<file path="src/rtl/ps2_pkg.sv">
// Shared PS/2 definitions: FSM state codes, frame size,
// common keyboard command bytes and the frame builder.
package ps2_pkg;

  localparam logic [2:0] S_IDLE    = 3'd0;
  localparam logic [2:0] S_INHIBIT = 3'd1;
  localparam logic [2:0] S_RTS     = 3'd2;
  localparam logic [2:0] S_DATA    = 3'd3;
  localparam logic [2:0] S_ACK     = 3'd4;
  localparam logic [2:0] S_WAIT    = 3'd5;

  localparam int PS2_FRAME_BITS = 10;

  localparam logic [7:0] PS2_CMD_SET_LEDS = 8'hED;
  localparam logic [7:0] PS2_CMD_ENABLE   = 8'hF4;
  localparam logic [7:0] PS2_CMD_RESET    = 8'hFF;

  // {stop, odd parity, d7..d0}; shifted out LSB first
  function automatic logic [PS2_FRAME_BITS-1:0] ps2_frame(
    input logic [7:0] b
  );
    return {1'b1, ~^b, b};
  endfunction

endpackage

</file>
<file path="src/rtl/ps2_line_sync.sv">
// PS/2 line synchroniser and clock falling-edge detector.
// Ports: clk, reset_L, ps2_clk_i/ps2_data_i raw lines,
// sync_clk_o/sync_data_o synced levels, fe_o registered fall pulse.
module ps2_line_sync #(
  parameter int SYNC_STAGES = 2
) (
  input  logic clk,
  input  logic reset_L,
  input  logic ps2_clk_i,
  input  logic ps2_data_i,
  output logic sync_clk_o,
  output logic sync_data_o,
  output logic fe_o
);

  logic [SYNC_STAGES-1:0] clk_q;
  logic [SYNC_STAGES-1:0] data_q;
  logic                   prev_q;
  logic                   fe_q;

  // idle bus is high, so the chains reset to 1
  always_ff @(posedge clk or negedge reset_L) begin
    if (!reset_L) begin
      clk_q  <= '1;
      data_q <= '1;
      prev_q <= 1'b1;
      fe_q   <= 1'b0;
    end else begin
      clk_q  <= {clk_q[SYNC_STAGES-2:0], ps2_clk_i};
      data_q <= {data_q[SYNC_STAGES-2:0], ps2_data_i};
      prev_q <= clk_q[SYNC_STAGES-1];
      fe_q   <= prev_q & ~clk_q[SYNC_STAGES-1];
    end
  end

  assign sync_clk_o  = clk_q[SYNC_STAGES-1];
  assign sync_data_o = data_q[SYNC_STAGES-1];
  assign fe_o        = fe_q;

endmodule

</file>
<file path="src/rtl/ps2_host_tx.sv">
// Host-to-device PS/2 byte transmitter with open-drain line control.
// Ports: clk, reset_L, tx_data/tx_valid/tx_ready handshake,
// tx_done/tx_error pulses, busy, raw ps2 inputs, ps2 *_oe pull-downs.
// Optional watchdog: define PS2_HOST_TX_TIMEOUT_EN.
module ps2_host_tx
  import ps2_pkg::*;
#(
  parameter int INHIBIT_CYCLES = 2500,
  parameter int TIMEOUT_CYCLES = 375000,
  parameter int SYNC_STAGES    = 2
) (
  input  logic       clk,
  input  logic       reset_L,
  input  logic [7:0] tx_data,
  input  logic       tx_valid,
  output logic       tx_ready,
  output logic       tx_done,
  output logic       tx_error,
  output logic       busy,
  input  logic       ps2_clk_in,
  input  logic       ps2_data_in,
  output logic       ps2_clk_oe,
  output logic       ps2_data_oe
);

  localparam int IW = $clog2(INHIBIT_CYCLES + 1);

  logic sync_clk;
  logic sync_data;
  logic fe;

  ps2_line_sync #(
    .SYNC_STAGES(SYNC_STAGES)
  ) u_sync (
    .clk        (clk),
    .reset_L    (reset_L),
    .ps2_clk_i  (ps2_clk_in),
    .ps2_data_i (ps2_data_in),
    .sync_clk_o (sync_clk),
    .sync_data_o(sync_data),
    .fe_o       (fe)
  );

  logic [2:0]                state_q, state_d;
  logic [IW-1:0]             icnt_q, icnt_d;
  logic [PS2_FRAME_BITS-1:0] shift_q, shift_d;
  logic [3:0]                bit_q, bit_d;
  logic                      clk_oe_q, clk_oe_d;
  logic                      data_oe_q, data_oe_d;
  logic                      ok_q, ok_d;
  logic                      done_q, done_d;
  logic                      err_q, err_d;

`ifdef PS2_HOST_TX_TIMEOUT_EN
  localparam int TW = $clog2(TIMEOUT_CYCLES + 1);
  logic [TW-1:0] wd_q, wd_d;
`else
  logic unused_tmo;
  assign unused_tmo = (TIMEOUT_CYCLES != 0);
`endif

  always_comb begin
    state_d   = state_q;
    icnt_d    = icnt_q;
    shift_d   = shift_q;
    bit_d     = bit_q;
    clk_oe_d  = clk_oe_q;
    data_oe_d = data_oe_q;
    ok_d      = ok_q;
    done_d    = 1'b0;
    err_d     = 1'b0;
`ifdef PS2_HOST_TX_TIMEOUT_EN
    wd_d      = wd_q;
`endif
    unique case (state_q)
      S_IDLE: begin
        if (tx_valid) begin
          shift_d   = ps2_frame(tx_data);
          bit_d     = 4'd0;
          icnt_d    = '0;
          clk_oe_d  = 1'b1;
          data_oe_d = 1'b0;
          state_d   = S_INHIBIT;
        end
      end
      S_INHIBIT: begin
        // the RTS cycle completes the clock-low window
        if (icnt_q == IW'(INHIBIT_CYCLES - 2)) begin
          data_oe_d = 1'b1;
          state_d   = S_RTS;
        end else begin
          icnt_d = icnt_q + 1'b1;
        end
      end
      S_RTS: begin
        clk_oe_d = 1'b0;
        state_d  = S_DATA;
`ifdef PS2_HOST_TX_TIMEOUT_EN
        wd_d     = '0;
`endif
      end
      S_DATA: begin
        if (fe) begin
          data_oe_d = ~shift_q[0];
          shift_d   = {1'b0, shift_q[PS2_FRAME_BITS-1:1]};
          if (bit_q == 4'd9) begin
            state_d = S_ACK;
          end else begin
            bit_d = bit_q + 4'd1;
          end
        end
      end
      S_ACK: begin
        if (fe) begin
          ok_d    = ~sync_data;
          state_d = S_WAIT;
        end
      end
      S_WAIT: begin
        if (sync_clk && sync_data) begin
          done_d  = ok_q;
          err_d   = ~ok_q;
          state_d = S_IDLE;
        end
      end
      default: begin
        state_d = S_IDLE;
      end
    endcase
`ifdef PS2_HOST_TX_TIMEOUT_EN
    if (state_q == S_DATA || state_q == S_ACK) begin
      if (wd_q == TW'(TIMEOUT_CYCLES - 1)) begin
        clk_oe_d  = 1'b0;
        data_oe_d = 1'b0;
        err_d     = 1'b1;
        state_d   = S_IDLE;
      end else begin
        wd_d = wd_q + 1'b1;
      end
    end
`endif
  end

  always_ff @(posedge clk or negedge reset_L) begin
    if (!reset_L) begin
      state_q   <= S_IDLE;
      icnt_q    <= '0;
      shift_q   <= '0;
      bit_q     <= 4'd0;
      clk_oe_q  <= 1'b0;
      data_oe_q <= 1'b0;
      ok_q      <= 1'b0;
      done_q    <= 1'b0;
      err_q     <= 1'b0;
    end else begin
      state_q   <= state_d;
      icnt_q    <= icnt_d;
      shift_q   <= shift_d;
      bit_q     <= bit_d;
      clk_oe_q  <= clk_oe_d;
      data_oe_q <= data_oe_d;
      ok_q      <= ok_d;
      done_q    <= done_d;
      err_q     <= err_d;
    end
  end

`ifdef PS2_HOST_TX_TIMEOUT_EN
  always_ff @(posedge clk or negedge reset_L) begin
    if (!reset_L) begin
      wd_q <= '0;
    end else begin
      wd_q <= wd_d;
    end
  end
`endif

  assign tx_ready    = (state_q == S_IDLE);
  assign busy        = (state_q != S_IDLE);
  assign tx_done     = done_q;
  assign tx_error    = err_q;
  assign ps2_clk_oe  = clk_oe_q;
  assign ps2_data_oe = data_oe_q;

endmodule
</file>
<file path="config.mk">
export PLATFORM = sky130hd
export DESIGN_NAME = ps2_host_tx
export DESIGN_NICKNAME = d
export VERILOG_FILES = /design/src/rtl/ps2_pkg.sv /design/src/rtl/ps2_line_sync.sv /design/src/rtl/ps2_host_tx.sv
export SDC_FILE = /design/constraint.sdc
export NUM_CORES = 1
export LEC_CHECK = 0
export BUFFER_PORTS_ARGS = -buffer_cell sky130_fd_sc_hd__buf_4
export CAP_MARGIN = 5
export CORE_ASPECT_RATIO = 1.2
export CORE_MARGIN = 10
export CORE_UTILIZATION = 40
export CTS_BUF_LIST = sky130_fd_sc_hd__clkbuf_16
export DETAILED_ROUTE_END_ITERATION = 10
export HOLD_SLACK_MARGIN = 0.05
export SYNTH_ARGS = -nofsm -noshare
export SYNTH_HDL_FRONTEND = slang
export SYNTH_SLANG_ARGS = --single-unit
</file>
<file path="constraint.sdc">
create_clock -name clk -period 1.7 [get_ports clk]
set_clock_uncertainty 0.1 [all_clocks]
set_input_delay 0.34 -clock clk [delete_from_list [all_inputs] [get_ports clk]]
set_output_delay 0.34 -clock clk [all_outputs]
set_load 0.02 [all_outputs]
</file>
# Yosys cells after proc, flatten, opt, wreduce, memory -nomap -nowiden
# Index checks and enable logic that the tools add are counted.
[word_totals]
in_bits = 13
mem_count = 0
rom_bits = 0
ramBits = 0
regBits = 40
wordCells = 77
out_inout_bits = 6
latch_bits = 0
[op_classes]
div_mod_pow = 0
n_lt_le_gt_ge = 0
n_shift = 0
reduce_logical = 15
addsub = 2
n_bitwise = 5
mul = 0
n_eq_ne = 15
mux = 27
[ops]
columns = ["cell", "count"]
rows = [
  ["$mux 12", 2],
  ["$pmux 12 s2", 1],
  ["$mux 10", 2],
  ["$pmux 10 s2", 1],
  ["$mux 3", 6],
  ["$pmux 3 s6", 1],
  ["$add 12x1->12 const B", 1],
  ["$eq 12x12->1 const B", 1],
  ["$mux 4", 3],
  ["$ne 2x2->1 const B", 6],
  ["$mux 1", 8],
  ["$pmux 4 s2", 1],
  ["$reduce_and 4->1", 2],
  ["$reduce_xnor 8->1", 1],
  ["$eq 3x2->1 const B", 2],
  ["$eq 3x3->1 const B", 2],
  ["$reduce_and 3->1", 2],
  ["$reduce_and 6->1", 1],
  ["$reduce_bool 2->1", 3],
  ["$reduce_bool 3->1", 2],
  ["$add 4x1->4 const B", 1],
  ["$eq 4x4->1 const B", 1],
  ["$ne 2x1->1 const B", 2],
  ["$not 1->1", 4],
  ["7 further kinds", 8],
]

# Longest topological paths before layout
# Gate-level depths: netlist of run 1.
[logic_depth]
word_depth = 4
depth_mapped = 7
ltp_nobuf = 6

# Hierarchy
# From an unflattened synthesis of run 1, not the netlist that was laid out.
[unflattened]
cells_unflattened = 196
hier_area_um2 = 1998.2
[modules_own_cells]
columns = ["mod", "cells_per_inst", "instances", "seq_area_each_um2", "area_each_um2"]
rows = [
  ["ps2_host_tx", 189, 1, 850.8, 1828.0],
  ["ps2_line_sync", 7, 1, 156.4, 170.2],
]

# Worst setup path before layout of run 1
# No wires, ideal clock.
[synth_timing]
path_kind = "register to register"
startpoint = "reg icnt_q[2]"
endpoint = "reg data_oe_q (netlist: ps2_data_oe)"
stages_incl_launch_ff = 6
arrival_ns = 1.591
slack_ns = -0.116
n_path_buf = 1
period_less_slack_ns = 1.816
setup_ns = 0.125
t_required_ns = 1.475
path_cell_list = "dfrtp_1 -> clkbuf_1 -> nor4b_2 -> a41oi_2 -> nor3_1 -> mux2_4"
[synth_between]
elab_chain_cells = 3
[synth_lines]
columns = ["item", "line", "source"]
rows = [
  ["start, declared", "ps2_host_tx.sv:45", "logic [IW-1:0] icnt_q, icnt_d;"],
  ["start signal, assigned", "ps2_host_tx.sv:157", "icnt_q <= icnt_d;"],
  ["$eq 12x12->1", "ps2_host_tx.sv:88", "if (icnt_q == IW'(INHIBIT_CYCLES - 2)) begin"],
  ["$ne 2x2->1 (no source line)", "--", ""],
  ["$reduce_and 4->1 (no source line)", "--", ""],
  ["end signal, assigned", "ps2_host_tx.sv:161", "data_oe_q <= data_oe_d;"],
  ["end, declared", "ps2_host_tx.sv:49", "logic data_oe_q, data_oe_d;"],
]
# Every way passes these cells.
# A chain may end at the register's enable or synchronous reset.

# Worst setup path in the final report of run 1
[layout_timing]
startpoint = "reg state_q[0]"
endpoint = "out tx_ready"
[layout_between]
elab_chain_cells = 1
[layout_lines]
columns = ["item", "line", "source"]
rows = [
  ["start, declared", "ps2_host_tx.sv:44", "logic [2:0] state_q, state_d;"],
  ["start signal, assigned", "ps2_host_tx.sv:156", "state_q <= state_d;"],
  ["$logic_not 3->1", "ps2_host_tx.sv:178", "assign tx_ready = (state_q == S_IDLE);"],
  ["end, declared", "ps2_host_tx.sv:16", "output logic tx_ready,"],
]
# Every way passes these cells.

==> results.md, run 1 <==
- The final weighted congestion of routability-driven global placement is 0.903.
- Detailed placement ended at an HPWL of 3080 um.
- The global router's overall resource usage is 10.6%.
- The global-route wire length before repair is 7480 um.
- The largest driver fanout on the critical path is 2.
- The total placed instance area is 2400 um2.
- The power per cell area is 1720 nW/um2.
- The floorplan step defined a core boundary enclosing 4940 um2.
- The worst path arrival time is 1.35 ns.
- The maximum number of pins on one net before global-route repair is 41.
- Counting every instance in the synthesized netlist gives 206.
- The number of antenna violations at the first check in global routing is 0.
- Before antenna repair, the detailed router went through 4 iterations.
- The final count of negative-setup-slack endpoints is 3.
- The TritonCTS sink count is 40.
- The number of antenna diodes in the final layout is 0.
- The area growth from synthesis to layout is 37.9%.
- The clock transition at the registers of the reported paths is 0.06 ns.
- The worst slack at placement is -0.0236 ns.
- Buffers inserted during clock tree synthesis total 5.
- The post-layout instance count excluding filler cells is 319.
- The worst setup path is launched from a flop.
- Setup repair after global routing could not meet its margin everywhere.
- The worst setup path category is reg2out.
- The total leakage power is 1.25 nW.
- The final number of max-transition violations was 0.
- The die width is 85.3 um.
- The final design area excluding fillers is 2820 um2.
- The net count of the finished layout is 275.
- The clock passes through at most 2 buffers.
- The total power is 4.85 mW.
- IR analysis of the VDD net gives a maximum drop of 881 uV.
- The final critical path takes up 105% of the cycle.
- The layout cell share with drive strength beyond 1 is 39.4%.
- The flip-flop cell with the highest count after synthesis is dfrtp_1.
- The final routed wire length divided by cell count is 14.1 um.
- The count of nets left with antenna violations after detail routing is 0.
- Max-cap violations in this run came to 0.
- The flow ran to the end, but the final reports show violations.
- The average cell area after synthesis is 9.94 um2.
- For this block, the routed nets add up to 4510 um of wire.
- The number of nets in the synthesized netlist is 223.
- The clock reaches the later pin of the worst-skew pair after 0.28 ns.
- The number of DRC violations after detailed routing is 0.
- The H-tree was split into 2 levels.
- The number of hold-slack violations in the final timing report is 0.
- The flip-flop and latch count after synthesis is 40.
- The path category of the worst min-delay check is in2reg.
- The transition time at the pin with the least slew margin is 0.509 ns.
- The initial core utilization is 41.4%.
- The proportion of synthesized flip-flops having asynchronous set or reset is 100%.
- The worst hold-check slack is 0.0619 ns.
- The average via count per standard cell is 5.29.
- The clock tree root driver cell is clkbuf_16.
- The final-layout fill cell count is 419.
- The count of buffers added on input and output ports is 18.
- The Yosys step of the flow raised 0 warnings.
- The post-synthesis instance area is 2050 um2.
- The boundary pin count is 19.
- TritonCTS built the clock tree.
- After global routing the overflow that remains totals 0.
- The die outline height is 98.4 um.
- The worst setup path is captured at an output pin.
- The post-synthesis sequential area ratio is 49.2%.
- The setup slack of the critical path after layout is -0.0915 ns.
- The checks that failed: negative setup slack.
- The number of global-route vias before repair came to 1605.
- The area used by sequential logic in the layout is 1010 um2.
- The number of DRC markers in iteration 0 is 53.
- The unique cell type count in the Yosys netlist is 48.
- The number of enable flip-flop cells after synthesis is 0.
- Once placement completed, the tool counted placed cells totaling 297.
- The final route contains 1688 vias.
- The standard-cell row count is 28.
- The post-layout minimum cycle time is 1.79 ns.
- In this run the tightest slew margin relative to its limit is 66.1%.
- The total negative slack is -0.177 ns.
- At the end of the flow the core is filled with cells to 57.1%.
- STA puts the critical path data required time at 1.26 ns.
- The floorplan step defined a die boundary enclosing 8390 um2.
- The area used by multi-input combinational logic is 1070 um2.
- The maximum achievable frequency is 558 MHz.
[layout by cell type, fill, tap and decap left out, types with 3 or more instances in the layout]
cell / count
nand2_1: 12
dfrtp_1: 35
nor2_1: 13
o21ai_1: 7
and3_1: 3
buf_4: 45
nor3_1: 3
nand3_1: 8
clkbuf_16: 5
nand2_2: 8
buf_6: 7
nor2b_1: 4
o21ai_0: 10
nor2_2: 3
a21oi_1: 8
ha_1: 4
mux2i_1: 9
inv_1: 6
dfstp_2: 5
nand4_1: 4
o21ai_2: 5
xnor2_1: 11
[worst max-delay path, stage by stage, from the launching register on]
cell and delay (ns):
dfrtp_1 0.38, buf_6 0.12, or3_4 0.39, inv_2 0.07, buf_6 0.11
[power by group]
group / total [mW] / switching (mW) / internal, mW
combinational: 2.27 / 1.09 / 1.18
sequential: 1.52 / 0.232 / 1.29
clock: 1.05 / 0.367 / 0.682
[routing by layer]
metal | part of all wire (%) | GRT usage [%] | up-vias | wire [um]
met5 | 0 | 0 | - | 0
met3 | 3.8 | 2.66 | 6 | 172
li1 | - | - | 831 | -
met4 | 1.3 | 3.81 | 0 | 60
met2 | 53 | 17.7 | 35 | 2370
met1 | 42 | 12.8 | 816 | 1900
[state kept, by name (all words and copies together), names as in the netlist]
register,cells
bit_q,4
icnt_q,12
ok_q,1
ps2_clk_oe,1
ps2_data_oe,1
shift_q,10
state_q,3
tx_done,1
tx_error,1
u_sync.clk_q,2
u_sync.data_q,2
u_sync.fe_o,1
u_sync.prev_q,1
[kinds of logic (layout without fill, tap and decap cells)]
| group | count (synthesis) | after routing | share of synthesized area (%) |
|---|---|---|---|
| and+or+nand+nor | 73 | 73 | 18.6 |
| xor gates and xnor gates | 13 | 13 | 5.56 |
| DFF | 40 | 40 | 49.2 |
| AOI/OAI and AO/OA | 48 | 48 | 14.6 |
| adders and majority gates | 4 | 4 | 2.45 |
| muxes | 10 | 10 | 5.13 |
| buffers and inverters | 18 | 71 | 4.46 |
[final cells by class]
type / instances / area share (%)
inverters: 7 / 0.931
flip-flops and latches: 40 / 35.7
clock inverters: 3 / 1.33
clock buffers: 5 / 4.43
well taps: 60 / 2.66
multi-input cells: 148 / 38.1
repair buffers: 56 / 16.9
[path summary, 6_finish.rpt]
| kind | start | to | slack (ns) | depth (start not counted) |
|---|---|---|---|---|
| max | state_q[0] | tx_ready | -0.09 | 4 |
| min | ps2_clk_in | u_sync.clk_q[0] | 0.06 | 1 |
| max reg2reg | icnt_q[0] | ps2_data_oe | -0.03 | 6 |
| min reg2reg | u_sync.data_q[0] | u_sync.data_q[1] | 0.26 | 0 |
| max in group asynchronous | reset_L | u_sync.prev_q | 0.65 | 2 |
| min in group asynchronous | reset_L | icnt_q[1] | 0.46 | 2 |
[cell usage after synthesis (2+ instances only)]
master    instances  area share (%)
dfrtp_1          35              43
o21ai_0          22             5.4
nand2_1          20             3.7
nor2_1           14             2.6
xnor2_1          11             4.7
a21oi_1          10             2.4
mux2i_1           9             4.4
nand3_1           9             2.2
inv_1             7             1.3
dfstp_2           5             6.4
clkbuf_1          4            0.73
ha_1              4             2.4
nand4_1           4             1.2
nor2b_1           4             1.2
nor3_1            4            0.98
and3_1            3            0.92
buf_2             3            0.73
a22o_1            2            0.86
a31oi_1           2            0.61
buf_6             2             1.1
nor2_2            2            0.61
nor4_1            2            0.61
o21a_1            2            0.73
xor2_1            2            0.86
[timing repair]
item | 4_1_cts | 5_1_grt
pin swaps | 1 | 19
hold buffers | 1 | 0
gates cloned | 0 | 1
setup buffers | 2 | 10
resized for setup | 8 | 43
setup endpoints to repair | 8 | 28
hold endpoints to repair | 35 | 0
Note: power is estimated with default switching activity, not from simulation.
==> inputs of run 2 (changes only) <==
Settings changed: CORE_ASPECT_RATIO 1.2 to 0.6.
==> run 2 against run 1 <==
- the run still ends with negative setup slack left
- global-route usage increased by 0.51 points
- cell count is 1.3% higher
- count of clock-buffer cells in the layout is the same
- combinational power rose by 3%
- cell area increased by 1.5%
- critical path depth did not move
- first-iteration DRC count is 42% higher
- sequential power is essentially flat
- register-to-register slack worse by 0.07 ns
- die area up 0.97%
- critical path type unchanged
- largest cell class unchanged
- largest power group unchanged
==> results.md, run 2 (synthesis gave the netlist of run 1 again) <==
- In this run the worst hold path is classified as in2reg.
- The count of nets left with antenna violations after detail routing is 0 (unchanged).
- The power per cell area was 1680 nW/um2 (-2.2%).
- The register with the most flip-flops is icnt_q.
- The total power is 4.81 mW (-0.78%).
- The signal on the critical path passes through buf_6 > or3_4 > inv_2 > buf_6.
- In the final layout, the registers with the most flip-flops are icnt_q (12), shift_q (10), bit_q (4).
- The number of antenna violations at the first check in global routing is 0 (unchanged).
- The top cell types in the final layout, fill and taps aside, are 41 x buf_4, 35 x dfrtp_1, 18 x nand2_1, 13 x nor2_1.
- The net count of the finished layout is 273 (-0.73%).
- The final number of max-transition violations is 0 (unchanged).
- The total internal power came to 2.99 mW (-5.1%).
- The switching share of power is 37.7% (+2.8 points).
- The largest driver fanout on the critical path came to 2 (unchanged).
- The maximum achievable frequency is 549 MHz (-1.7%).
- The buffer depth of the longest clock path is 2 (unchanged).
- The final reports fail on negative setup slack.
- The number of detailed-routing iterations run before antenna repair is 4 (unchanged).
- The critical path data required time was 1.26 ns (about the same).
- The detailed placer's ending HPWL is 3210 um (+4.2%).
- The total negative slack came to -0.580 ns (-0.403 ns).
- The total CTS buffers is 5 (unchanged).
- The count of inserted antenna diode cells came to 0 (unchanged).
- The combinational cell fraction of total power is 48.4% (+1.5 points).
- The number of buffers added on ports is 18 (unchanged).
- The largest incremental delay on the critical path is 0.40 ns (about the same).
- The worst slack at placement was -0.150 ns (-0.127 ns).
- The dominant cell type by count on the critical path is buf_6.
- The initial core utilization is 40.9% (-0.54 points).
- The layout cell share with drive strength beyond 1 came to 40.1% (+0.70 points).
- The cell with the biggest individual delay on the critical path is dfrtp_1.
- STA classifies the critical path endpoint as an output pin.
- The leading cell type in the layout, fill and taps excluded is buf_4.
- The post-layout minimum cycle time is 1.82 ns (+0.0302 ns).
- The slack of the worst reg-to-reg path is -0.10 ns (-0.07 ns).
- The area used by multi-input combinational logic is 1140 um2 (+6.4%).
- The placeable core region is 5000 um2 (+1.3%).
- The part of the power in the clock network is 19.6% (-2.1 points).
- The power share of the sequential group is 32.1% (+0.7 points).
- The TritonCTS sink count is 40 (unchanged).
- The final-layout fill cell count is 420 (+0.24%).
- The global router's overall resource usage is 11.1% (+0.51 points).
- The clock latency reported for the late side of the worst-skew pair was 0.29 ns (about the same).
- The final routed wire length divided by cell count is 14.9 um (+5.3%).
- The total leakage power is 1.26 nW (+0.67%).
- The die width is 112 um (+32%).
- Compared with the post-synthesis result, the final layout area differs by 40.0%.
- The tree is rooted in a clkbuf_16.
- The clock transition at the registers of the reported paths is 0.06 ns (about the same).
- The H-tree depth is 2 (unchanged).
- The post-layout instance count excluding filler cells is 323 (+1.3%).
- The final weighted congestion of routability-driven global placement is 0.870 (-3.6%).
- The number of global-route vias before repair came to 1546 (-3.7%).
- The max-cap check violation count was 0 (unchanged).
- The global route total overflow came to 0 (unchanged).
- The worst slew slack as a fraction of its limit was 65.9% (-0.15 points).
- The final worst-path cycle share was 107% (+1.8 points).
- The number of DRC violations after detailed routing is 0 (unchanged).
- The worst ir drop on vdd is 612 uV (-30%).
- Setup repair after global routing could not meet its margin everywhere.
- The setup slack of the critical path after layout is -0.122 ns (-0.0302 ns).
- The total wire length after detailed routing is 4810 um (+6.7%).
- The boundary pin count is 19 (unchanged).
- TritonCTS built the clock tree.
- The standard-cell row count is 20 (-29%).
- The number of cells traversed by the worst register-to-register path is 6 (unchanged).
- The number of DRC markers in iteration 0 was 75 (+42%).
- The kind of launch point of the worst setup path is a flop.
- The global-route wire length before repair is 7570 um (+1.2%).
- The number of flip-flops under the largest register name is 12 (unchanged).
- The die outline height is 75.4 um (-23%).
- The switching component of the power was 1.81 mW (+7.3%).
- The depth of the worst hold-timing path is 1 (unchanged).
- The routed via count is 1665 (-1.4%).
- The worst setup path category is reg2out.
- The total die area is 8470 um2 (+0.97%).
- The area used by sequential logic in the layout came to 1010 um2 (unchanged).
- The worst path arrival time is 1.38 ns (+0.03 ns).
- The flow ran to the end, but the final reports show violations.
- The number of placed cells counting well taps is 307 (+3.4%).
- The transition time at the pin with the least slew margin is 0.511 ns (+0.00218 ns).
- The average via count per standard cell is 5.15 (-2.6%).
- The final count of negative-setup-slack endpoints is 11 (+8).
- The number of hold-slack violations in the final timing report is 0 (unchanged).
- The maximum number of pins on one net before global-route repair is 41 (unchanged).
-- run 2: cell count changes in the layout (fill, tap and decap cells not counted), sizes merged --
cell | before | now
buf | 55 | 53
bufinv | 1 | 0
clkinv | 2 | 1
clkinvlp | 0 | 2
-- run 2: area by class of cell --
class / instances / area share (%)
Clock buffer: 5 / 4.37
Clock inverter: 3 / 0.830
Tap cell: 66 / 2.88
Multi-Input combinational cell: 148 / 39.9
Sequential cell: 40 / 35.2
Inverter: 7 / 0.917
Timing Repair Buffer: 54 / 15.9
-- run 2: final timing paths --
check                                      from               to
worst max-delay path                 state_q[1]         tx_ready
max in group asynchronous               reset_L  u_sync.clk_q[1]
worst min register to register  u_sync.clk_q[0]  u_sync.clk_q[1]
worst max register to register        icnt_q[0]      ps2_data_oe
worst min-delay path                 ps2_clk_in  u_sync.clk_q[0]
min in group asynchronous               reset_L        icnt_q[3]
-- run 2: power by group through the flow --
| stage | Clock [mW] | Sequential [mW] | Combinational (mW) |
|---|---|---|---|
| 4_1_cts | 0.961 | 1.52 | 1.91 |
| 5_1_grt | 1.00 | 1.58 | 2.54 |
| 2_1_floorplan | 0 | 1.55 | 1.14 |
| 3_3_place_gp | 0 | 1.53 | 1.81 |
| 3_5_place_dp | 0 | 1.53 | 1.81 |
| 6_report | 0.941 | 1.54 | 2.33 |
-- run 2: through the flow --
stage | instance area (um2) | util, % | hold slack [ns]
3_5_place_dp | 2430 | 48.6 | 0.248
3_3_place_gp | 2430 | 48.6 | 0.247
6_report | 2870 | 57.3 | 0.0567
4_1_cts | 2640 | 52.8 | 0.0544
2_1_floorplan | 2060 | - | -0.0556
5_1_grt | 2870 | 57.3 | 0.0515
-- run 2: worst max-delay path: cells and delay by family (launching register included) --
family        cells  cell delay (ns)
buf+inv           3             0.31
simple gates      1             0.37
flops             1             0.40
-- run 2: timing repair --
| action | in CTS | in global routing |
|---|---|---|
| gates cloned | 0 | 0 |
| gates resized for setup | 8 | 50 |
| endpoints found under the hold margin | 35 | 0 |
| pin swaps | 3 | 16 |
| buffers inserted | 3 | 4 |
| setup endpoints to repair | 11 | 29 |
| hold buffers | 1 | 0 |
-- run 2: routing by layer --
layer / vias up / wire length [um] / track usage, %
li1: 827 / - / -
met1: 797 / 2510 / 16.2
met2: 34 / 2030 / 15.0
met3: 7 / 203 / 2.75
met4: 0 / 71 / 4.90
met5: - / 0 / 0
==> inputs of run 3 (changes only) <==
Settings changed: CTS_BUF_LIST sky130_fd_sc_hd__clkbuf_16 to sky130_fd_sc_hd__clkbuf_8, SKIP_CTS_REPAIR_TIMING set to 1, SYNTH_HIERARCHICAL set to 1.
==> run 3 against run 2 <==
- the run still ends with negative setup slack left
- critical path depth rose by 2
- synthesized cell count fell by 4.9%
- synthesized area fell by 2.4%
- via count rose by 1.5%
- utilization rose by 4.3 points
- non-clock buffer count rose by 12
- clock power fell by 18%
- critical path type is now reg2reg
- largest cell class unchanged
==> results.md, run 3 <==
- The run finished, with violations left.
- The checks that failed: negative setup slack.
- The number of cells traversed by the worst register-to-register path came to 6 (unchanged).
- The setup slack of the critical path after layout is -0.416 ns (-0.294 ns).
- The TritonCTS clock tree is done.
- The detailed placer's ending HPWL is 3550 um (+11%).
- The average cell area after synthesis came to 10.2 um2 (+2.6%).
- The number of buffers added on ports is 18 (unchanged).
- The buffer depth of the longest clock path came to 2 (unchanged).
- The sum of buffers and inverters on the critical path is 1 (-2).
- The number of hold-slack violations in the final timing report is 0 (unchanged).
- The largest incremental delay on the critical path is 0.46 ns (+0.06 ns).
- The number of global-route vias before repair is 1575 (+1.9%).
- The final design area excluding fillers came to 2900 um2 (+1.1%).
- The slack of the worst reg-to-reg path is -0.42 ns (-0.32 ns).
- The final number of max-transition violations came to 0 (unchanged).
- The total leakage power was 1.30 nW (+3.8%).
- The critical path data required time was 1.78 ns (+0.52 ns).
- Yosys instantiated no cell more often than dfrtp_1.
- The number of DRC markers in iteration 0 came to 86 (+15%).
- The worst slack at placement is -0.459 ns (-0.308 ns).
- The source of the critical timing path is icnt_q[0].
- The number of antenna violations at the first check in global routing is 0 (unchanged).
- The standard-cell row count is 19 (-5.0%).
- The layout cell share with drive strength beyond 1 is 38.5% (-1.6 points).
- The final worst-path cycle share is 124% (+17 points).
- The die width is 111 um (-0.98%).
- The commonest cells after synthesis are 35 x dfrtp_1, 23 x nand2_1, 13 x o21ai_0.
- The combinational cell fraction of total power came to 51.2% (+2.8 points).
- The clock transition at the registers of the reported paths is 0.08 ns (+0.02 ns).
- The leading cell type in the layout, fill and taps excluded is buf_4.
- The worst setup path is launched from a flop.
- Walking the worst path, the cells encountered are inv_1 > ha_1 > or4b_4 > o31a_1 > a311o_1 > or3_1.
- The boundary pin count is 19 (unchanged).
- Setup repair after global routing could not meet its margin everywhere.
- The flip-flop and latch count after synthesis is 40 (unchanged).
- The global-route wire length before repair is 7950 um (+5.0%).
- The clock tree root driver cell is clkbuf_8.
- The proportion of synthesized flip-flops having asynchronous set or reset was 100% (unchanged).
- The number of DRC violations after detailed routing is 0 (unchanged).
- The global route total overflow is 0 (unchanged).
- The power per cell area is 1580 nW/um2 (-5.6%).
- The average via count per standard cell is 5.15 (about the same).
- The total die area was 8320 um2 (-1.9%).
- The TritonCTS sink count was 40 (unchanged).
- The worst ir drop on vdd is 569 uV (-7.1%).
- The transition time at the pin with the least slew margin is 0.496 ns (-0.0150 ns).
- The routed via count is 1690 (+1.5%).
- Leaving out fill and tap cells, the most frequent cells in the layout are 54 x buf_4, 35 x dfrtp_1, 20 x nand2_1, 10 x nor2_1, 10 x mux2i_1.
- The initial core utilization is 42.5% (+1.6 points).
- For this run, the leading register cell type out of synthesis is dfrtp_1.
- The number of enable flip-flop cells after synthesis is 0 (unchanged).
- The register with the most flip-flops is icnt_q.
- The worst setup path endpoint is state_q[0].
- In this run the critical register-to-register path is launched from icnt_q[0].
- The global-route met1 utilization was 17.6% (+1.4 points).
- The maximum number of pins on one net before global-route repair was 41 (unchanged).
- The max-cap check violation count is 0 (unchanged).
- The final routed wire length divided by cell count is 16.0 um (+7.2%).
- Broken down by cell family, the worst path's largest delay share belongs to simple AND/OR/NAND/NOR gates.
- The total wire length after detailed routing is 5240 um (+8.8%).
- The count of inserted antenna diode cells is 0 (unchanged).
- The net count of the finished layout is 281 (+2.9%).
- The placeable core region came to 4710 um2 (-6.0%).
- The switching share of power is 37.5% (-0.18 points).
- The total power came to 4.59 mW (-4.5%).
- The critical path is of the reg2reg type.
- The number of nets produced by synthesis is 213 (-4.5%).
- The power share of the sequential group is 32.1% (about the same).
- Relative to the synthesized area, the layout overhead comes to 45.0%.
- The final count of negative-setup-slack endpoints is 15 (+4).
- The H-tree depth is 2 (unchanged).
- The slowest stage of the critical path is the or4b_4 cell.
- The cell count after synthesis is 196 (-4.9%).
- The count of warnings emitted by yosys is 6 (+6).
- The endpoint of the most critical register-to-register path is state_q[0].
- Sorting the synthesized cells by area gives the leading types as dfrtp_1 44%, dfstp_2 6.6%, mux2i_1 5.0%.
- The total placed instance area is 2490 um2 (+2.7%).
- The proportion of netlist area held by the largest area contributor is 43.8% (+1.0 points).
- The number of detailed-routing iterations run before antenna repair was 4 (unchanged).
- The die outline height is 74.7 um (-0.88%).
- The switching component of the power was 1.72 mW (-5.0%).
- The area used by multi-input combinational logic is 1130 um2 (-0.98%).
- The post-layout minimum cycle time is 2.12 ns (+0.294 ns).
- The path category of the worst min-delay check is in2reg.
- The worst hold-check slack is 0.246 ns (+0.189 ns).
- The largest driver fanout on the critical path is 2 (unchanged).
- The worst slew slack as a fraction of its limit is 66.9% (+1.0 points).
- The layer with the highest usage is met1.
- The library cell with the largest summed area after synthesis is dfrtp_1.
- The number of flip-flops under the largest register name came to 12 (unchanged).
- The met3 capacity usage during global routing is 3.41% (+0.66 points).
- The total internal power is 2.87 mW (-4.3%).
- The count of nets left with antenna violations after detail routing is 0 (unchanged).
- The final-layout fill cell count came to 390 (-7.1%).
- The worst path arrival time is 2.19 ns (+0.81 ns).
- The part of the power in the clock network is 16.7% (-2.9 points).
- The post-synthesis instance area is 2000 um2 (-2.4%).
- The global router's overall resource usage is 11.8% (+0.66 points).
- The total CTS buffers is 5 (unchanged).
- The largest registers in the layout are icnt_q (12), shift_q (10), bit_q (4).
- The post-synthesis sequential area ratio is 50.4% (+1.2 points).
- The maximum achievable frequency came to 473 MHz (-14%).
- The final weighted congestion of routability-driven global placement is 0.802 (-7.9%).
- The met2 track utilization from global routing is 15.6% (+0.56 points).
- The area used by sequential logic in the layout was 1010 um2 (unchanged).
- The worst setup path is captured at a flop.
- The startpoint identified for the worst hold timing path is tx_data[5].
- The unique cell type count in the Yosys netlist was 45 (-6.3%).
- The clock latency reported for the late side of the worst-skew pair is 0.29 ns (about the same).
- The critical path depth was 6 (+2).
run 3: cell types whose count changed after synthesis, moves of 3 or more:
| cell | previous run | this run |
|---|---|---|
| a31oi_1 | 2 | 9 |
| nand2_1 | 20 | 23 |
| nand3_1 | 9 | 3 |
| o21ai_0 | 22 | 13 |
| or3_1 | 0 | 4 |
| or4_1 | 0 | 3 |
| xnor2_1 | 11 | 7 |
run 3: kinds of logic after synthesis:
group,count (synthesis),share of synthesized area [%]
AO/OA/AOI/OAI,48,15.3
buffers and inverters,13,2.57
adder cells (fa/ha/maj),4,2.50
multiplexers,10,5.01
AND/OR/NAND/NOR,71,19.8
flip-flops,40,50.4
XOR/XNOR,10,4.38
run 3: final cells by class:
class	instances	area share, %
clock inverters	3	1.34
flip-flops and latches	40	34.8
inverters	7	0.907
multi-input cells	144	39.1
repair buffers	66	18.8
well taps	63	2.72
clock buffers	5	2.37
run 3: power groups by stage:
stage / sequential (mW) / clock (mW) / combinational, mW
final: 1.47 / 0.768 / 2.35
after global routing: 1.51 / 0.829 / 2.56
after CTS: 1.46 / 0.778 / 1.94
after detailed placement: 1.47 / 0 / 1.93
after global placement: 1.46 / 0 / 1.90
after floorplan: 1.55 / 0 / 0.986
run 3: how the worst min path moves through the flow:
stage	endpoint	slack (ns)	cells past startpoint
floorplan	bit_q[0]	-0.06	0
global route	shift_q[4]	0.26	3
CTS	icnt_q[10]	-0.08	1
detailed placement	shift_q[7]	0.25	1
finish	shift_q[5]	0.25	3
global placement	shift_q[7]	0.25	1
run 3: stage by stage:
| step | cells | TNS [ns] | util (%) |
|---|---|---|---|
| 4_1_cts | 316 | -7.19 | 55.3 |
| 5_1_grt | 328 | -5.00 | 61.6 |
| 3_3_place_gp | 308 | -5.48 | 53.0 |
| 6_report | 328 | -4.03 | 61.6 |
| 3_5_place_dp | 308 | -6.40 | 53.0 |
| 2_1_floorplan | 196 | -2.82 | - |
run 3: worst register-to-register path, stage by stage, from the launching register on:
cell and delay, ns:
dfrtp_1 0.39, inv_1 0.06, ha_1 0.14, or4b_4 0.46
o31a_1 0.27, a311o_1 0.28, or3_1 0.30
run 3: layer usage:
| metal | vias to the layer above | share of wire (%) |
|---|---|---|
| met5 | - | 0 |
| met4 | 0 | 0.71 |
| met3 | 5 | 4.9 |
| met2 | 31 | 41 |
| met1 | 800 | 53 |
| li1 | 854 | - |
